**src/rtl/seq_comparator.sv**
```systemverilog
// seq_comparator: bit-serial MSB-first magnitude comparator, unsigned or two's-complement.
module seq_comparator #(
  parameter int WIDTH      = 8,
  parameter bit EARLY_EXIT = 1
) (
  input  logic             clk,
  input  logic             rst,
  input  logic             start,
  input  logic             is_signed,
  input  logic [WIDTH-1:0] A,
  input  logic [WIDTH-1:0] B,
  output logic             busy,
  output logic             done,
  output logic             Gt,
  output logic             Eq,
  output logic             Lt
);
  localparam int IW = WIDTH > 1 ? $clog2(WIDTH) : 1;
  localparam logic [IW-1:0] TOP = IW'(WIDTH - 1);
  typedef enum logic [1:0] {IDLE, RUN, DONE} state_t;
  state_t           state;
  logic [WIDTH-1:0] a_q, b_q;
  logic             sgn_q;
  logic [IW-1:0]    idx;
  logic             found, rec_gt;
  logic             diff, bit_gt, fin, differing, res_gt;
  // The sign bit carries negative weight, so its sense flips under signed compare.
  always_comb begin
    diff      = a_q[idx] ^ b_q[idx];
    bit_gt    = (sgn_q && idx == TOP) ? b_q[idx] : a_q[idx];
    fin       = (idx == '0) || (EARLY_EXIT && diff);
    differing = found | diff;
    res_gt    = found ? rec_gt : bit_gt;
  end
  always_ff @(posedge clk or posedge rst) begin
    if (rst) begin
      state  <= IDLE;
      a_q    <= '0;
      b_q    <= '0;
      sgn_q  <= 1'b0;
      idx    <= '0;
      found  <= 1'b0;
      rec_gt <= 1'b0;
      busy   <= 1'b0;
      done   <= 1'b0;
      Gt     <= 1'b0;
      Eq     <= 1'b0;
      Lt     <= 1'b0;
    end else if (state != RUN && start) begin
      state <= RUN;
      a_q   <= A;
      b_q   <= B;
      sgn_q <= is_signed;
      idx   <= TOP;
      found <= 1'b0;
      busy  <= 1'b1;
      done  <= 1'b0;
      Gt    <= 1'b0;
      Eq    <= 1'b0;
      Lt    <= 1'b0;
    end else if (state == RUN) begin
      if (!found && diff) begin
        found  <= 1'b1;
        rec_gt <= bit_gt;
      end
      if (fin) begin
        state <= DONE;
        busy  <= 1'b0;
        done  <= 1'b1;
        Gt    <= differing & res_gt;
        Lt    <= differing & ~res_gt;
        Eq    <= ~differing;
      end else begin
        idx <= idx - 1'b1;
      end
    end else begin
      state <= IDLE;
      done  <= 1'b0;
    end
  end
endmodule

```
**config.mk**
```make
export PLATFORM = sky130hd
export DESIGN_NAME = seq_comparator
export DESIGN_NICKNAME = d
export VERILOG_FILES = /design/src/rtl/seq_comparator.sv
export SDC_FILE = /design/constraint.sdc
export NUM_CORES = 1
export LEC_CHECK = 0
export CAP_MARGIN = 5
export CELL_PAD_IN_SITES_DETAIL_PLACEMENT = 2
export CELL_PAD_IN_SITES_GLOBAL_PLACEMENT = 2
export CORE_MARGIN = 2
export CORE_UTILIZATION = 37
export CTS_CLUSTER_SIZE = 28
export DETAILED_ROUTE_END_ITERATION = 8
export GPL_ROUTABILITY_DRIVEN = 0
export MAX_ROUTING_LAYER = met4
export PLACE_DENSITY = 0.92
export SLEW_MARGIN = 20
export SYNTH_ARGS = -nofsm -noshare
export SYNTH_HDL_FRONTEND = slang
export SYNTH_SLANG_ARGS = --single-unit
```
**constraint.sdc**
```tcl
create_clock -name clk -period 4.3 [get_ports clk]
set_input_delay 1.29 -clock clk [delete_from_list [all_inputs] [get_ports clk]]
set_output_delay 1.29 -clock clk [all_outputs]
set_load 0.05 [all_outputs]
```
==> results.py, run 1 <==
metrics = {
    "run_status": {
        "status": "finished, final reports clean",
    },
    "drt": {
        "drc": 0,
        "post_drt_wl_per_cell_um": 18.2,
        "via_per_inst": 5.42,
        "routed_wl_um": 3170,
        "antenna_left": 0,
        "first_iter_violations": 32,
        "num_vias": 943,
        "drt_pass1_iterations": 4,
    },
    "clock_tree": {
        "clockBufferDepth": 2,
        "cts_tree": "yes",
        "clkTransAtPathRegs_ns": 0.10,
        "clock_latency_ns": 0.28,
        "cts_max_level": 1,
        "root_buffer": "clkbuf_8",
        "post_cts_resized": 0,
        "holdBufCountCts": 0,
        "clock_sink_count": 28,
        "postCtsSetupRepairBufs": 0,
        "cts_made_buffers": 3,
    },
    "cells_and_area": {
        "multiInputGateArea_um2": 643,
        "stdcell_count": 174,
        "area_delta_synth_final_pct": 22.8,
        "final_common_cell": "dfrtp_1",
        "diodes": 0,
        "seqCellArea_um2": 701,
        "final_cell_mix": "28 x dfrtp_1, 24 x clkdlybuf4s50_1, 18 x mux2_2",
        "reg_top3": "a_q x8, b_q x8, idx x3",
        "drive_above_1_share_pct": 22.2,
        "nNetsFinal": 151,
        "fillers": 386,
    },
    "logic_synthesis": {
        "async_reset_ff_share_pct": 100,
        "yosysSeqAreaShare_pct": 50.6,
        "synth_top_family_by_area": "multiplexers",
        "synth_compound_area_share_pct": 9.39,
        "synth_nets": 127,
        "syn_avg_cell_area_um2": 13.3,
        "synth_edf_count": 0,
        "synth_xor_area_share_pct": 1.99,
        "yosys.area_share.simple_pct": 6.68,
        "synth_mux_area_share_pct": 25.7,
        "synth-adder-area-share_pct": 2.71,
        "netlist_instances": 104,
        "ys_types": 31,
        "syn_area_um2": 1390,
        "synthFlopType": "dfrtp_1",
        "yosysWarnings": 0,
        "synth-seq-cells": 28,
    },
    "min_path": {
        "worstHoldEndpoint": "Eq$_DFFE_PP0P_",
        "min_from": "Eq$_DFFE_PP0P_",
        "hp-class": "register to register",
        "min_path_cells": 1,
    },
    "worst_setup_path": {
        "cp.required_ns": 3.01,
        "crit_chain": "clkdlybuf4s50_1",
        "crit_fanout": 2,
        "cp.depth": 1,
        "crit_slowest_cell": "clkdlybuf4s50_1",
        "worstSetupEndpointType": "primary output",
        "critical-path-max-stage-delay_ns": 0.82,
        "cp_num_buf_inv": 1,
        "cp.arrival_ns": 1.47,
        "rrSetupSlack_ns": 1.94,
        "path_class": "register to primary output",
        "reg2reg_to": "Gt$_DFFE_PP0P_",
        "critical_path.top_delay_family": "buffers and inverters",
        "worstSetupStartpointType": "register",
        "crit-reg2reg-launch": "idx[0]$_DFFE_PP0P_",
        "r2r_cells": 5,
    },
    "timing": {
        "final_max_slew_viol_count": 0,
        "max_freq_mhz": 362,
        "whs_ns": 0.504,
        "period_share_pct": 64.2,
        "relSlewSlack_pct": 48.3,
        "worst_slew_pin_slew_ns": 0.774,
        "setup_viol": 0,
        "worst_slack_ns": 1.54,
        "fin_tns_setup_ns": 0,
        "hold_violations": 0,
        "finalCriticalPeriod_ns": 2.76,
        "fin_worst_skew_ns": 0.00748,
        "rsz0062_at_grt": "no",
    },
    "floorplanning": {
        "die_area_um2": 4250,
        "ios": 25,
        "core-area_um2": 3630,
        "die_h_um": 65.2,
        "initial_core_util_pct": 38.1,
        "row_count": 22,
        "die_width_um": 65.2,
    },
    "global_route": {
        "grt_pass1_wl_um": 5460,
        "first_global_vias": 1078,
        "grt_max_degree": 29,
        "grt_usage_pct": 17.7,
        "grt_antenna_before_repair": 0,
        "grt_overflow_total": 0,
    },
    "placement": {
        "placedCellCount": 171,
        "dp.final_hpwl_um": 2350,
        "pre_cts_slack_ns": 1.28,
        "port_buffers": 24,
    },
    "job": {
        "max_cap_viol_count": 0,
    },
    "power": {
        "powerDensity_nw_per_um2": 784,
        "peakVddDrop_uv": 257,
        "p_leak_nw": 0.720,
    },
}
## synth_stat cells (3+ instances only)
cell type  number  share of area [%]
ha_1            3                2.7
mux2_2         18                 15
mux4_2          4                6.5
nor2b_1         3                1.4
inv_1           4                1.1
a21oi_1         3                1.1
nand2_1         4                1.1
nor2_1          4                1.1
mux2i_1         4                2.9
dfrtp_1        28                 51
clkbuf_1        3               0.81
## kinds of logic after synthesis
family | after synthesis
DFF | 28
adders and majority gates | 3
muxes | 27
xor gates and xnor gates | 1
buffers and inverters | 9
AOI/OAI and AO/OA | 18
and+or+nand+nor | 18
## cell type report
class	instances	area share, %
clock buffers	3	2.43
inverters	4	0.883
multi-input cells	67	37.8
flip-flops and latches	28	41.2
well taps	48	3.53
repair buffers	24	14.1
## worst max path at each step
stage / startpoint / end / slack [ns]
final: Eq$_DFFE_PP0P_ / Eq / 1.54
after global routing: start / a_q[6]$_DFFE_PP0P_ / 1.48
after CTS: Eq$_DFFE_PP0P_ / Eq / 1.53
after detailed placement: start / a_q[6]$_DFFE_PP0P_ / 1.28
after global placement: start / a_q[3]$_DFFE_PP0P_ / 1.39
after floorplan: start / a_q[0]$_DFFE_PP0P_ / 1.94
## metal layers
metal / GRT usage [%] / vias up / share of wire, %
li1: - / 428 / -
met3: 3.08 / 5 / 2.9
met2: 32.0 / 18 / 56
met5: - / - / 0
met4: 5.73 / 0 / 1.3
met1: 19.7 / 492 / 39
## per-stage QoR
stage          util [%]  power, W  instance area, um2
3_5_place_dp       45.7   0.00120                1660
6_report           46.8   0.00133                1700
2_1_floorplan         -   0.00103                1390
4_1_cts            46.8   0.00135                1700
5_1_grt            46.8   0.00143                1700
3_3_place_gp       45.7   0.00114                1660
## power breakdown
part	leakage (nW)	internal [W]	switching (W)
logic	0.369	0.000351	0.000358
registers	0.329	0.000383	0.0000950
clock network	0.0216	0.0000632	0.0000822
Note: power is estimated with default switching activity, not from simulation.
==> run 2, diff against run 1 <==
- CORE_UTILIZATION: 37 -> 31
- PLACE_DENSITY: 0.92 -> 0.83
- clock period: 4.3 -> 2.3 ns (I/O delays scaled with it)
==> results.py, run 2 (same netlist as run 1, synthesis figures left out) <==
metrics = {
    "clock_tree": {
        "cts_made_buffers": 3,
        "clock_sink_count": 28,
        "cts_tree": "yes",
        "holdBufCountCts": 0,
        "cts_max_level": 1,
        "clock_latency_ns": 0.28,
        "root_buffer": "clkbuf_8",
        "clkTransAtPathRegs_ns": 0.11,
        "clockBufferDepth": 2,
    },
    "timing": {
        "setup_viol": 0,
        "fin_tns_setup_ns": 0,
        "fin_worst_skew_ns": 0.0138,
        "final_max_slew_viol_count": 0,
        "worst_slack_ns": 0.0974,
        "period_share_pct": 95.8,
        "worst_slew_pin_slew_ns": 0.501,
        "relSlewSlack_pct": 66.5,
        "finalCriticalPeriod_ns": 2.20,
        "max_freq_mhz": 454,
        "hold_violations": 0,
    },
    "worst_setup_path": {
        "crit-reg2reg-launch": "idx[0]$_DFFE_PP0P_",
        "path_class": "register to register",
        "critical_path.top_delay_family": "multiplexers",
        "crit_fanout": 8,
        "rrSetupSlack_ns": 0.1,
        "crit_chain": "mux4_2, mux2_2, xnor2_4, o22ai_1, a22o_1",
        "cp.arrival_ns": 2.36,
        "crit_path_start": "idx[0]$_DFFE_PP0P_",
        "cp_num_buf_inv": 0,
        "cp.required_ns": 2.46,
        "worstSetupStartpointType": "register",
        "crit_end": "Gt$_DFFE_PP0P_",
        "r2r_cells": 5,
        "reg2reg_to": "Gt$_DFFE_PP0P_",
        "crit_slowest_cell": "mux4_2",
        "cp.depth": 5,
        "worstSetupEndpointType": "register",
        "critical-path-max-stage-delay_ns": 0.57,
    },
    "drt": {
        "num_vias": 967,
        "drt_pass1_iterations": 2,
        "via_per_inst": 5.17,
        "post_drt_wl_per_cell_um": 16.9,
        "routed_wl_um": 3160,
        "antenna_left": 0,
        "drc": 0,
        "first_iter_violations": 28,
    },
    "power": {
        "intPower_w": 0.00173,
        "power_frac_seq_pct": 32.3,
        "switchingPower_w": 0.00103,
        "peakVddDrop_uv": 466,
        "p_leak_nw": 0.772,
        "power.share.switching_pct": 37.3,
        "comb_power_share_pct": 53.5,
        "p_total_w": 0.00276,
        "pwr-share-clk_pct": 14.1,
        "powerDensity_nw_per_um2": 1540,
    },
    "placement": {
        "placedCellCount": 179,
        "pre_cts_slack_ns": -0.0354,
        "dp.final_hpwl_um": 2450,
        "port_buffers": 24,
    },
    "cells_and_area": {
        "nNetsFinal": 159,
        "final_common_cell": "dfrtp_1",
        "final_cell_mix": "27 x dfrtp_1, 24 x clkdlybuf4s50_1, 18 x mux2_2, 8 x buf_4",
        "diodes": 0,
        "reg_top3": "a_q x8, b_q x8, idx x3",
        "final_util_pct": 41.6,
        "stdcell_count": 187,
        "drive_above_1_share_pct": 27.4,
        "area_delta_synth_final_pct": 29.7,
    },
    "floorplanning": {
        "die_h_um": 70.8,
        "row_count": 24,
        "initial_core_util_pct": 32.0,
        "die_area_um2": 5020,
        "ios": 25,
        "core-area_um2": 4320,
        "die_width_um": 70.8,
    },
    "global_route": {
        "grt_usage_pct": 13.8,
        "grt_pass1_wl_um": 5340,
        "first_global_vias": 1101,
        "grt_antenna_before_repair": 0,
        "grt_max_degree": 29,
        "grt_overflow_total": 0,
    },
    "min_path": {
        "hp-class": "register to register",
    },
    "job": {
        "max_cap_viol_count": 0,
    },
    "run_status": {
        "status": "finished, final reports clean",
    },
}
[run 2: power groups by stage]
stage	Sequential, W	Combinational, W	Clock, W
4_1_cts	0.000904	0.00135	0.000400
3_3_place_gp	0.000896	0.00126	0
2_1_floorplan	0.000884	0.00104	0
3_5_place_dp	0.000915	0.00134	0
6_report	0.000893	0.00148	0.000390
5_1_grt	0.000933	0.00161	0.000423
[run 2: layout make-up]
cell class / count / area [um2]
fillers: 459 / 2530
flip-flops and latches: 28 / 702
multi-input cells: 67 / 643
repair buffers: 32 / 300
well taps: 52 / 65.1
clock buffers: 3 / 41.3
clock inverters: 1 / 30.0
inverters: 4 / 15.0
[run 2: worst min path at each step]
stage	to	cells after the start	slack [ns]	from
finish	a_q[0]$_DFFE_PP0P_	1	0.52	a_q[0]$_DFFE_PP0P_
global route	a_q[0]$_DFFE_PP0P_	1	0.54	a_q[0]$_DFFE_PP0P_
CTS	a_q[0]$_DFFE_PP0P_	1	0.52	a_q[0]$_DFFE_PP0P_
detailed placement	a_q[0]$_DFFE_PP0P_	1	0.49	a_q[0]$_DFFE_PP0P_
global placement	Eq$_DFFE_PP0P_	1	0.47	Eq$_DFFE_PP0P_
floorplan	a_q[2]$_DFFE_PP0P_	1	0.47	a_q[2]$_DFFE_PP0P_
[run 2: layer usage]
| layer | share of wire [%] | wire length, um | vias up | track usage [%] |
|---|---|---|---|---|
| li1 | - | - | 443 | - |
| met1 | 42 | 1320 | 502 | 16.6 |
| met2 | 55 | 1730 | 22 | 25.4 |
| met3 | 3.4 | 106 | 0 | 1.85 |
| met4 | 0 | 0 | 0 | 1.26 |
| met5 | 0 | 0 | - | - |
[run 2: worst reg2reg max path, stage by stage, from the launching register on]
cell and delay [ns]:
dfrtp_2 0.46, mux4_2 0.57, mux2_2 0.35, xnor2_4 0.28, o22ai_1 0.16, a22o_1 0.26
[run 2: timing repair]
item                                   4_1_cts  5_1_grt
buffers inserted                             0        4
pin swaps                                    0        1
endpoints found under the hold margin        0        0
resized for setup                            1        0
setup endpoints to repair                    3        3
[run 2: through the flow]
| stage | hold WS, ns | instance area, um2 |
|---|---|---|
| 2_1_floorplan | 0.474 | 1390 |
| 4_1_cts | 0.519 | 1770 |
| 6_report | 0.516 | 1800 |
| 5_1_grt | 0.541 | 1800 |
| 3_3_place_gp | 0.469 | 1690 |
| 3_5_place_dp | 0.494 | 1690 |
